<file path="src/rtl/riscq_pkg.sv">
// Shared definitions for the RISCQ memory loader: controller states and the
// default end-of-region marker.
package riscq_pkg;

    typedef enum logic [1:0] {
        LOAD = 2'd0,
        DONE = 2'd1,
        HOLD = 2'd2
    } loader_state_e;

    // Widest stream supported by the default marker; the loader slices it to DATA_W.
    localparam int              TERM_MAX_W    = 64;
    localparam logic [TERM_MAX_W-1:0] TERM_ALL_ONES = '1;

endpackage

</file>
<file path="src/rtl/riscq_mem_loader.sv">
// Streams words into NUM_REGIONS memories one after another; a terminator word
// closes the current region and moves on to the next.
module riscq_mem_loader
    import riscq_pkg::*;
#(
    parameter int                NUM_REGIONS = 2,
    parameter int                ADDR_W      = 12,
    parameter int                DATA_W      = 32,
    parameter logic [DATA_W-1:0] TERM_WORD   = TERM_ALL_ONES[DATA_W-1:0]
) (
    input  logic                   i_clk,
    input  logic                   i_rst,
    input  logic                   i_cpu_rst,
    input  logic [DATA_W-1:0]      i_data,
    input  logic                   i_data_valid,
    output logic [ADDR_W-1:0]      o_waddr,
    output logic [DATA_W-1:0]      o_wdata,
    output logic [NUM_REGIONS-1:0] o_we,
    output logic [NUM_REGIONS-1:0] o_init_done,
    output logic                   o_all_done,
    output logic                   o_overflow_err,
    output logic [1:0]             o_region
);

    loader_state_e            state;
    loader_state_e            state_next;
    logic [ADDR_W-1:0]        addr;
    logic                     addr_full;
    logic [1:0]               region;
    logic                     active;
    logic                     term_seen;
    logic                     word_seen;
    logic                     last_region;
    logic [NUM_REGIONS-1:0]   region_sel;

    // HOLD behaves like LOAD as soon as the reload request is released, so the
    // word arriving in that same cycle is not lost.
    always_comb begin
        active      = i_cpu_rst && (state != DONE);
        term_seen   = active && i_data_valid && (i_data == TERM_WORD);
        word_seen   = active && i_data_valid && (i_data != TERM_WORD);
        last_region = (region == 2'(NUM_REGIONS - 1));
        region_sel  = '0;
        for (int i = 0; i < NUM_REGIONS; i++) begin
            region_sel[i] = (region == 2'(i));
        end
    end

    always_comb begin
        state_next = state;
        if (!i_cpu_rst) begin
            state_next = HOLD;
        end else if (term_seen && last_region) begin
            state_next = DONE;
        end else if (state == HOLD) begin
            state_next = LOAD;
        end
    end

    always_ff @(posedge i_clk) begin
        if (i_rst) begin
            state <= LOAD;
        end else begin
            state <= state_next;
        end
    end

    // addr_full records that the last address of the region has been written,
    // so later words are dropped instead of wrapping onto address 0.
    always_ff @(posedge i_clk) begin
        if (i_rst || !i_cpu_rst) begin
            addr           <= '0;
            addr_full      <= 1'b0;
            region         <= '0;
            o_we           <= '0;
            o_waddr        <= '0;
            o_wdata        <= '0;
            o_init_done    <= '0;
            o_all_done     <= 1'b0;
            o_overflow_err <= 1'b0;
        end else begin
            o_we <= '0;
            if (word_seen) begin
                if (addr_full) begin
                    o_overflow_err <= 1'b1;
                end else begin
                    o_we    <= region_sel;
                    o_waddr <= addr;
                    o_wdata <= i_data;
                    addr    <= addr + 1'b1;
                    if (addr == '1) begin
                        addr_full <= 1'b1;
                    end
                end
            end
            if (term_seen) begin
                o_init_done <= o_init_done | region_sel;
                addr        <= '0;
                addr_full   <= 1'b0;
                if (last_region) begin
                    o_all_done <= 1'b1;
                end else begin
                    region <= region + 2'd1;
                end
            end
        end
    end

    assign o_region = region;

endmodule

</file>
<file path="config.mk">
export PLATFORM = sky130hd
export DESIGN_NAME = riscq_mem_loader
export DESIGN_NICKNAME = d
export VERILOG_FILES = /design/src/rtl/riscq_pkg.sv /design/src/rtl/riscq_mem_loader.sv
export SDC_FILE = /design/constraint.sdc
export NUM_CORES = 1
export LEC_CHECK = 0
export ABC_AREA = 1
export CAP_MARGIN = 20
export CORE_MARGIN = 5
export CORE_UTILIZATION = 52
export CTS_CLUSTER_SIZE = 24
export DETAILED_ROUTE_END_ITERATION = 10
export PLACE_DENSITY_LB_ADDON = 0.3
export SLEW_MARGIN = 20
export SYNTH_ARGS = -nofsm -noshare
export SYNTH_HDL_FRONTEND = slang
export SYNTH_SLANG_ARGS = --single-unit
</file>
<file path="constraint.sdc">
create_clock -name i_clk -period 3 [get_ports i_clk]
set_input_delay 0.3 -clock i_clk [delete_from_list [all_inputs] [get_ports i_clk]]
set_output_delay 0.3 -clock i_clk [all_outputs]
set_load 0.01 [all_outputs]
</file>
# Word level (Yosys, flattened, before mapping)
# Cells that the tools add are included.
# W data, S select, Z words.
# totals
input_bits	36
wordCells	46
output_inout_bits	52
reg_bits	67
# op_classes
bitwise_logic	5
reduce_logical	16
mux	5
eq_ne	7
add_sub_neg	2
# ops
op	count
$eq A32 B32 Y1 const B	1
$ne A32 B32 Y1 const B	1
$add A12 B1 Y12 const B	1
$eq A12 B12 Y1 const B	1
$reduce_and A2 Y1	4
$mux W2	3
$logic_and A1 B1 Y1	5
$not A1 Y1	4
$reduce_or A2 Y1	2
$ne A3 B1 Y1 const B	1
$reduce_or A3 Y1	1
$add A2 B1 Y2 const B	1
$eq A2 B1 Y1 const B	1
$eq A2 B2 Y1 const B	1
$logic_not A2 Y1	1
$mux W1	2
$ne A2 B1 Y1 const B	1
$or A2 B2 Y2	1
$reduce_bool A2 Y1	1
$logic_not A1 Y1	1
$logic_or A1 B1 Y1	1

# Longest topological paths before layout
# Gate-level depths: netlist of run 1.
# logic_depth
depth_word	7
depth_mapped	11
ltp_nobuf	9

# Least setup slack after synthesis of run 1
# Ideal clock, no wire load.
# synth_path
path_type	in2reg
startpoint	input port i_data[1]
endpoint	register o_wdata[10]
path_slack_ns	1.661
path_stages	11
t_arrival_ns	1.226
required_time_ns	2.887
cell_sequence	nand2_1 > nor2_1 > nand2_1 > nor2_4 > nand2_1 > nand3_2 > buf_6 > buf_4 > nand2_1 > nand2_1 > nor2_1
# synth_via
elab_chain_len	3
# synth_lines
element	line	source
start: declaration	riscq_mem_loader.sv:14	input logic [DATA_W-1:0] i_data,
$ne A32 B32 Y1	riscq_mem_loader.sv:41	word_seen = active && i_data_valid && (i_data != TERM_WORD);
$logic_and A1 B1 Y1	riscq_mem_loader.sv:41	
$reduce_and A2 Y1 (no line)	-	
end signal: assignment	riscq_mem_loader.sv:89	o_wdata <= i_data;
end: declaration	riscq_mem_loader.sv:17	output logic [DATA_W-1:0] o_wdata,
# No other way between the ends.
# A chain may end at the register's enable or synchronous reset.

# Worst setup path in the final report of run 1
# layout_path
startpoint	input port i_data[24]
endpoint	register o_wdata[5]
# The elaborated chain is that of the path after synthesis.

==> metrics.yaml, run 1 <==
run_status:
  status: "completed"
global_route:
  met1_usage_pct: 24.72
  grt_pass1_vias: 2992
  grt_pass1_wl_um: 12790
  grt-busiest-layer: "met2"
  grt_use_met3_pct: 3.951
  grt_max_degree: 48
  globalRouteTotalUtil_pct: 20.78
  overflow: 0
  antenna_found_initial: 0
  grt.met2_usage_pct: 36.64
setup_path:
  crit_start: "i_data[24]"
  timing.rr.start: "addr_full"
  critPathMaxFanout: 20
  critPathKind: "in2reg"
  cp-start-kind: "primary input"
  arrival_ns: 2.32
  cp_data_required_time_ns: 3.23
  endpoint_kind: "register"
floorplanning:
  initial_core_util_pct: 53.23
  fp.dieArea_um2: 7719
  die_height_um: 87.86
  rows: 28
  io-pin-count: 88
  core_area_um2: 5921
  die_w_um: 87.86
synthesis:
  synth_edf_count: 0
  synth-warning-count: 0
  synth_area_um2: 3152
  ys_ff_latch: 67
  synth_ff_type: "dfxtp_1"
  synth.top_cells.by_count: "165 x nand2_1, 116 x nor2_1, 67 x dfxtp_1"
  synth_cell_types: 22
  synthMostInstantiatedCell: "nand2_1"
  synth_top_cell_area_share_pct: 42.56
  async_flop_share_pct: 0
  postSynthAreaPerCell_um2: 6.406
  ys_seq_area_share_pct: 42.56
  syn-num-nets: 531
  yosys.area.top_type: "dfxtp_1"
  ys_top_cells_by_area: "dfxtp_1 43%, nand2_1 20%, nor2_1 14%"
  netlist_instances: 492
timing:
  rsz0062_at_grt: "no"
  finalCriticalPeriod_ns: 2.087
  worst_slew_pin_slew_ns: 0.5794
  period_share_pct: 69.57
  hold_viol: 0
  tns_ns: 0
  fmax_mhz: 479.2
  finClkSkew_ns: 0.007401
  relSlewSlack_pct: 61.28
  finalSetupViolations: 0
  fin_hold_ws_ns: 0.4508
  finalMaxSlewViolations: 0
detailed_routing:
  viasPerCell: 4.730
  vias: 3098
  drt_pass1_iterations: 5
  wl_per_cell_um: 11.61
  wl_um: 7606
  drc_errors: 0
  drtIter0Drc: 147
  ant_nets: 0
finish:
  area_growth_pct: 34.10
  n_antenna_cell: 0
  drive_above_1_share_pct: 3.966
  nNetsFinal: 614
placed_design:
  gp_congestion: 0.8693
  portBuffers: 87
  hpwl_um: 5477
cts:
  cts_sinks: 67
  clockBufferDepth: 2
  htreeDepth: 3
  cts_tree: "built"
  root_buffer: "clkbuf_8"
  cts_inserted_buffers: 9
  cts_setup_buffers: 0
  postCtsHoldBufs: 0
  worstSkewPairLatency_ns: 0.34
  cts_resized: 0
  clkTransAtPathRegs_ns: 0.07
power:
  switchingPower_mw: 0.4401
  power.leakage_nw: 1.843
  p_sw_share_pct: 24.45
  total_power_mw: 1.800
  peakVddDrop_mv: 0.2660
  p_comb_share_pct: 11.9
  p_clk_share_pct: 36.9
  power_frac_seq_pct: 51.2
  power_density_nw_per_um2: 425.9
  internal_power_mw: 1.360
hold_path:
  hp-class: "reg2reg"
  holdCritStartpoint: "o_all_done"
job:
  drv_cap: 0
## state kept, by name (all words and copies together) (netlist names), 2 cells and up
name and cells:
o_wdata 32, addr 12, o_waddr 12, o_init_done 2, o_region 2, o_we 2, state 2
## layout by cell type (no fill, tap or decap)
cell               n
inv_1             64
nor2_1           115
clkinv_2           2
buf_12             1
clkbuf_1           3
nand3_4            1
nand3_1            5
nand4_1           16
nor2_4             3
nor2_2             1
nand3b_1           4
nand2_1          165
a21oi_1           18
nor3_1             1
nor3b_1            1
o21ai_0            4
a21boi_0           1
xor2_1             3
clkdlybuf4s50_1   87
buf_4              4
clkbuf_8          11
dfxtp_1           67
ha_1               3
## worst paths after layout
check,endpoint,slack (ns),cells after the start
worst min-delay path,o_all_done,0.45,2
worst max-delay path,o_wdata[5],0.91,11
worst max register to register,o_waddr[3],1.43,5
worst min register to register,o_all_done,0.45,2
## power groups by stage
stage	logic [mW]	registers [mW]	clock network (mW)
3_3_place_gp	0.210	0.940	0
5_1_grt	0.237	0.923	0.715
2_1_floorplan	0.0990	0.949	0
4_1_cts	0.216	0.921	0.678
3_5_place_dp	0.214	0.941	0
6_report	0.214	0.921	0.665
## per-layer routing
layer / part of all wire [%] / vias to the layer above
met3: 6.9 / 13
li1: - / 1638
met5: 0 / -
met2: 47 / 84
met1: 44 / 1363
met4: 1.6 / 0
## cells by family after synthesis
kind of cell / after synthesis / synth area share [%]
AO/OA/AOI/OAI: 23 / 3.732
flip-flops: 67 / 42.56
buffers and inverters: 84 / 11.67
adder cells (fa/ha/maj): 3 / 1.191
AND/OR/NAND/NOR: 312 / 40.02
XOR/XNOR: 3 / 0.8338
## area by class of cell
class,count,area [um^2]
Clock buffer,14,162.7
Tap cell,75,93.84
Sequential cell,67,1341
Inverter,64,240.2
Clock inverter,2,10.01
Fill cell,518,1694
Multi-Input combinational cell,341,1458
Timing Repair Buffer,92,920.9
## metrics by stage
stage,instances,util (%),worst slack [ns],instance area [um^2]
after floorplan,492,-,1.661,3152
after global placement,639,68.47,0.6047,4054
after detailed placement,639,68.47,0.5609,4054
after CTS,655,71.39,0.9022,4227
after global routing,655,71.39,0.7307,4227
final,655,71.39,0.9130,4227
## critical path: stages
cell and delay [ns]:
clkdlybuf4s50_1 0.48, nand2_1 0.08, nor2_1 0.13, nand2_1 0.11, nor2_4 0.13, nand2_1 0.29, nand3_4 0.30, buf_4 0.28
nand2_1 0.09, nand2_1 0.07, nor2_1 0.04
Power figures use the tool's default switching activity.
==> inputs of run 2 (changes only) <==
--- a/config.mk
+++ b/config.mk
@@ -8,7 +8,7 @@
 export ABC_AREA = 1
 export CAP_MARGIN = 20
 export CORE_MARGIN = 5
-export CORE_UTILIZATION = 52
+export CORE_UTILIZATION = 48
 export CTS_CLUSTER_SIZE = 24
 export DETAILED_ROUTE_END_ITERATION = 10
 export PLACE_DENSITY_LB_ADDON = 0.3
==> constraint.sdc (replaced) <==
create_clock -name i_clk -period 2.19 [get_ports i_clk]
set_input_delay 0.219 -clock i_clk [delete_from_list [all_inputs] [get_ports i_clk]]
set_output_delay 0.219 -clock i_clk [all_outputs]
set_load 0.01 [all_outputs]
==> run 2 against run 1 <==
Core utilization fell by 4.5 points. Critical path depth unchanged. Power is 41% higher. Largest cell class unchanged. Critical endpoint is now o_wdata[15]. Critical path type unchanged. Die area is 7.4% higher.
==> metrics.yaml, run 2 (same netlist as run 1, synthesis figures left out) <==
run_status:
  status: "completed"  # unchanged
placed_design:
  dpl_cell_area_um2: 4091  # was 4054 um^2
  gp_congestion: 0.9000  # was 0.8693
  pre_cts_slack_ns: 0.1986  # was 0.5609 ns
  hpwl_um: 5505  # was 5477 um
  portBuffers: 87  # unchanged
setup_path:
  reg2reg_depth: 7  # was 5
  endpoint_kind: "register"  # unchanged
  path_cells: "clkdlybuf4s50_1 > nand2_1 > nor2_1 > nand2_1 > nor2_4 > nand2_1 > nand3_4 > buf_12 > nand2_1 > nand2_1 > nor2_1"  # was clkdlybuf4s50_1 > nand2_1 > nor2_1 > nand2_1 > nor2_4 > nand2_1 > nand3_4 > buf_4 > nand2_1 > nand2_1 > nor2_1
  critPathKind: "in2reg"  # unchanged
  critical-path-slowest-cell: "clkdlybuf4s50_1"  # unchanged
  r2r-end: "addr[8]"  # was o_waddr[3]
  cp-start-kind: "primary input"  # unchanged
  timing.rr.start: "addr[1]"  # was addr_full
  critPathMaxFanout: 61  # was 20
  cp_data_required_time_ns: 2.43  # was 3.23 ns
  arrival_ns: 1.90  # was 2.32 ns
  r2r_slack_ns: 0.76  # was 1.43 ns
  critPathMaxStageDelay_ns: 0.48  # about the same
  timing.critical_path.mode_cell: "nand2_1"  # unchanged
power:
  power.leakage_nw: 1.867  # was 1.843 nW
  power_frac_seq_pct: 49.8  # was 51.2%
  switchingPower_mw: 0.6250  # was 0.4401 mW
  peakVddDrop_mv: 0.4074  # was 0.2660 mV
  total_power_mw: 2.533  # was 1.800 mW
  power_density_nw_per_um2: 592.7  # was 425.9 nW/um^2
  internal_power_mw: 1.908  # was 1.360 mW
  p_clk_share_pct: 38.3  # was 36.9%
  p_sw_share_pct: 24.68  # was 24.45%
  p_comb_share_pct: 11.9  # about the same
hold_path:
  hp-class: "reg2reg"  # unchanged
  holdCritStartpoint: "addr_full"  # was o_all_done
  whs_path_depth: 2  # unchanged
  whs_endpoint: "o_overflow_err"  # was o_all_done
finish:
  n_antenna_cell: 0  # unchanged
  mostFrequentLayoutCells: "165 x nand2_1, 115 x nor2_1, 87 x clkdlybuf4s50_1, 67 x dfxtp_1, 64 x inv_1"  # unchanged
  nNetsFinal: 617  # was 614
  final_common_cell: "nand2_1"  # unchanged
  largest_reg_flops: 32  # unchanged
  nFillCells: 550  # was 518
  final_area_um2: 4273  # was 4227 um^2
  largestRegisters: "o_wdata: 32 flops, addr: 12 flops, o_waddr: 12 flops"  # unchanged
  regMostFlops: "o_wdata"  # unchanged
  drive_above_1_share_pct: 4.811  # was 3.966%
  area_growth_pct: 35.57  # was 34.10%
  final_util_pct: 66.91  # was 71.39%
cts:
  clkTransAtPathRegs_ns: 0.07  # about the same
  cts_resized: 0  # unchanged
  htreeDepth: 3  # unchanged
  cts_tree: "built"  # unchanged
  cts_sinks: 67  # unchanged
  worstSkewPairLatency_ns: 0.34  # about the same
  cts_setup_buffers: 0  # unchanged
  postCtsHoldBufs: 0  # unchanged
  root_buffer: "clkbuf_8"  # unchanged
  cts_inserted_buffers: 9  # unchanged
  clockBufferDepth: 2  # unchanged
floorplanning:
  die_height_um: 91.03  # was 87.86 um
  die_w_um: 91.03  # was 87.86 um
  io-pin-count: 88  # unchanged
  rows: 29  # was 28
  initial_core_util_pct: 49.35  # was 53.23%
  fp.dieArea_um2: 8286  # was 7719 um^2
  core_area_um2: 6386  # was 5921 um^2
timing:
  finalCriticalPeriod_ns: 1.660
  finalWorstSetupSlack_ns: 0.5302  # was 0.9130 ns
  worst_slew_pin_slew_ns: 0.4644  # was 0.5794 ns
  finalSetupViolations: 0  # unchanged
  fmax_mhz: 602.5
  period_share_pct: 75.79
  relSlewSlack_pct: 69.00  # was 61.28%
  finalMaxSlewViolations: 0  # unchanged
  finClkSkew_ns: 0.007915  # was 0.007401 ns
  rsz0062_at_grt: "no"  # unchanged
  tns_ns: 0  # unchanged
  hold_viol: 0  # unchanged
detailed_routing:
  wl_um: 7622  # was 7606 um
  viasPerCell: 4.719  # was 4.730
  wl_per_cell_um: 11.57  # was 11.61 um
  drtIter0Drc: 115  # was 147
  drc_errors: 0  # unchanged
  vias: 3110  # was 3,098
  ant_nets: 0  # unchanged
  drt_pass1_iterations: 5  # unchanged
global_route:
  globalRouteTotalUtil_pct: 18.94  # was 20.78%
  antenna_found_initial: 0  # unchanged
  grt_pass1_vias: 2991  # was 2,992
  grt_max_degree: 62  # was 48
  grt_pass1_wl_um: 13280  # was 12,790 um
  overflow: 0  # unchanged
job:
  drv_cap: 0  # unchanged
run 2: cell count changes in the layout (fill, tap and decap cells not counted):
| cell | previous run | this run |
|---|---|---|
| clkbuf_1 | 3 | 0 |
| bufinv_16 | 0 | 1 |
| buf_4 | 4 | 6 |
| clkinvlp_4 | 0 | 1 |
| buf_12 | 1 | 2 |
| clkbuf_8 | 11 | 9 |
| clkinv_2 | 2 | 4 |
run 2: power groups by stage:
stage | logic (mW) | clock network, mW | registers, mW
2_1_floorplan | 0.136 | 0 | 1.30
3_3_place_gp | 0.294 | 0 | 1.29
3_5_place_dp | 0.300 | 0 | 1.29
4_1_cts | 0.303 | 0.988 | 1.26
5_1_grt | 0.336 | 1.03 | 1.26
6_report | 0.300 | 0.971 | 1.26
run 2: layer usage:
layer	track usage, %	wire length, um	vias up
li1	-	-	1642
met2	31.13	3628	91
met5	0	0	-
met4	8.068	113	0
met1	23.82	3455	1366
met3	4.298	424	11
run 2: worst max-delay path by stage:
stage / end / startpoint
2_1_floorplan: o_wdata[10] / i_data[1]
3_3_place_gp: addr[10] / i_data[31]
3_5_place_dp: o_wdata[18] / i_data[31]
4_1_cts: o_wdata[15] / i_data[31]
5_1_grt: o_waddr[9] / i_data[11]
6_report: o_wdata[15] / i_data[4]
run 2: worst max-delay path, delay by kind of cell:
kind | cells | cell delay [ns]
buffers and inverters | 2 | 0.72
and+or+nand+nor | 9 | 0.93
run 2: layout make-up:
| cell class | count | area [um^2] | area share [%] |
|---|---|---|---|
| flip-flops and latches | 67 | 1341 | 31.39 |
| clock buffers | 9 | 123.9 | 2.899 |
| repair buffers | 95 | 955.9 | 22.37 |
| clock inverters | 6 | 57.56 | 1.347 |
| inverters | 64 | 240.2 | 5.622 |
| multi-input cells | 341 | 1458 | 34.11 |
| well taps | 77 | 96.34 | 2.255 |
run 2: through the flow:
step,std cells,hold slack [ns]
after detailed placement,644,0.4565
after global placement,644,0.4387
final,659,0.4630
after floorplan,492,0.2881
after CTS,659,0.4671
after global routing,659,0.4887
==> inputs of run 3 (changes only) <==
==> constraint.sdc (replaced) <==
create_clock -name i_clk -period 1.7 [get_ports i_clk]
set_input_delay 0.17 -clock i_clk [delete_from_list [all_inputs] [get_ports i_clk]]
set_output_delay 0.17 -clock i_clk [all_outputs]
set_load 0.01 [all_outputs]
==> run 3 against run 2 <==
Critical path depth decreased by 5. Worst hold slack got worse by 0.027 ns. Design area increased by 5.4%. Via count increased by 1.8%. Clock skew decreased by 0.0014 ns. Routed wire length increased by 4.4%. Critical path type is now reg2reg. Largest cell class unchanged.
==> metrics.yaml, run 3 (same netlist as run 1, synthesis figures left out) <==
power:
  power_density_nw_per_um2: 785.8  # was 592.7 nW/um^2
  power.leakage_nw: 2.010  # was 1.867 nW
  total_power_mw: 3.540  # was 2.533 mW
  peakVddDrop_mv: 0.5721  # was 0.4074 mV
timing:
  finalCriticalPeriod_ns: 1.490
  finClkSkew_ns: 0.006497  # was 0.007915 ns
  rsz0062_at_grt: "no"  # unchanged
  finalMaxSlewViolations: 0  # unchanged
  fmax_mhz: 671.1
  worst_slew_pin_slew_ns: 0.3024  # was 0.4644 ns
  finalSetupViolations: 0  # unchanged
  hold_viol: 0  # unchanged
  relSlewSlack_pct: 79.82  # was 69.00%
  period_share_pct: 87.65
detailed_routing:
  viasPerCell: 4.622  # was 4.719
  vias: 3166  # was 3,110
  wl_um: 7954  # was 7622 um
  drt_pass1_iterations: 6  # was 5
  drtIter0Drc: 142  # was 115
  drc_errors: 0  # unchanged
  wl_per_cell_um: 11.61  # was 11.57 um
  ant_nets: 0  # unchanged
setup_path:
  arrival_ns: 1.77  # was 1.90 ns
  cp_data_required_time_ns: 1.98  # was 2.43 ns
  critPathMaxFanout: 5  # was 61
  critPathKind: "reg2reg"  # was in2reg
  critPathMaxStageDelay_ns: 0.40  # was 0.48 ns
  cp-start-kind: "register"  # was primary input
  path_cells: "ha_1 > nand2_1 > nor2_1 > xor2_1 > nand4_1 > a21oi_1"  # was clkdlybuf4s50_1 > nand2_1 > nor2_1 > nand2_1 > nor2_4 > nand2_1 > nand3_4 > buf_12 > nand2_1 > nand2_1 > nor2_1
  endpoint_kind: "register"  # unchanged
  critical-path-slowest-cell: "dfxtp_1"  # was clkdlybuf4s50_1
global_route:
  globalRouteTotalUtil_pct: 19.74  # was 18.94%
  antenna_found_initial: 0  # unchanged
  grt_pass1_wl_um: 13630  # was 13,280 um
  grt_pass1_vias: 3025  # was 2,991
  grt-busiest-layer: "met2"  # unchanged
  overflow: 0  # unchanged
  grt.met2_usage_pct: 33.83  # was 31.13%
  grt_use_met3_pct: 4.628  # was 4.298%
  met1_usage_pct: 23.13  # was 23.82%
  grt_max_degree: 43  # was 62
hold_path:
  hp-class: "in2reg"  # was reg2reg
cts:
  clockBufferDepth: 2  # unchanged
  htreeDepth: 3  # unchanged
  postCtsHoldBufs: 0  # unchanged
  cts_sinks: 67  # unchanged
  worstSkewPairLatency_ns: 0.34  # about the same
  cts_inserted_buffers: 9  # unchanged
  cts_setup_buffers: 0  # unchanged
  cts_tree: "built"  # unchanged
  root_buffer: "clkbuf_8"  # unchanged
  clkTransAtPathRegs_ns: 0.07  # about the same
  cts_resized: 0  # unchanged
finish:
  nNetsFinal: 642  # was 617
  largestRegisters: "o_wdata: 32 flops, addr: 12 flops, o_waddr: 12 flops"  # unchanged
  drive_above_1_share_pct: 8.882  # was 4.811%
  final_util_pct: 70.55  # was 66.91%
  regMostFlops: "o_wdata"  # unchanged
  n_antenna_cell: 0  # unchanged
  final_common_cell: "nand2_1"  # unchanged
  area_growth_pct: 42.95  # was 35.57%
  largest_reg_flops: 32  # unchanged
  mostFrequentLayoutCells: "165 x nand2_1, 115 x nor2_1, 87 x clkdlybuf4s50_1, 67 x dfxtp_1, 64 x inv_1"  # unchanged
floorplanning:
  fp.dieArea_um2: 8286  # unchanged
  die_height_um: 91.03  # unchanged
  core_area_um2: 6386  # unchanged
  rows: 29  # unchanged
  initial_core_util_pct: 49.35  # unchanged
  io-pin-count: 88  # unchanged
  die_w_um: 91.03  # unchanged
job:
  drv_cap: 0  # unchanged
placed_design:
  gp_congestion: 0.8820  # was 0.9000
  hpwl_um: 5771  # was 5505 um
  portBuffers: 87  # unchanged
run_status:
  status: "completed"  # unchanged
## run 3: changes by cell type in the layout (fill, tap and decap cells not counted)
| cell | before | now |
|---|---|---|
| buf_4 | 6 | 31 |
| clkbuf_8 | 9 | 11 |
| bufinv_16 | 1 | 2 |
| clkinv_2 | 4 | 3 |
| clkinvlp_4 | 1 | 0 |
## run 3: power by group
group          switching (mW)  total, mW  internal [mW]  leakage [nW]
clock                   0.595       1.49          0.898         0.119
sequential             0.0188       1.62           1.61         0.544
combinational           0.200      0.423          0.224          1.35
## run 3: metrics by stage
| step | setup slack [ns] | instances | instance area [um^2] | setup TNS [ns] | hold WS, ns |
|---|---|---|---|---|---|
| global route | 0.03492 | 685 | 4506 | 0 | 0.4540 |
| detailed placement | -0.1200 | 669 | 4279 | -5.369 | 0.4453 |
| floorplan | 0.4593 | 492 | 3152 | 0 | 0.2391 |
| CTS | 0.2110 | 685 | 4506 | 0 | 0.4244 |
| finish | 0.2099 | 685 | 4506 | 0 | 0.4359 |
| global placement | -0.08816 | 669 | 4279 | -3.934 | 0.4373 |
## run 3: layout make-up
type	instances	area, um^2
multi-input combinational	341	1458
timing repair buffer	120	1144
tap	77	96.34
inverter	64	240.2
clock inverter	5	75.07
clock buffer	11	151.4
fill	522	1881
sequential	67	1341
## run 3: worst max-delay path: cells and delay by family, from the launching register on
family | cells | cell delay (ns)
fa+ha+maj | 1 | 0.21
compound gates | 1 | 0.15
xor+xnor | 1 | 0.21
flops | 1 | 0.40
simple gates | 3 | 0.46
## run 3: routing by layer
metal  wire (um)  vias to the layer above  share of wire, %
li1            -                     1698                 -
met1        3525                     1366                44
met2        3763                       85                47
met3         465                       17               5.8
met4         199                        0               2.5
met5           0                        -                 0
## run 3: final timing paths
check | depth (start not counted) | start | slack, ns | endpoint
hold / removal | 3 | i_data[13] | 0.44 | o_wdata[13]
hold reg to reg | 2 | o_overflow_err | 0.45 | o_overflow_err
setup / recovery | 6 | addr[1] | 0.21 | addr[4]
setup reg to reg | 6 | addr[1] | 0.21 | addr[4]
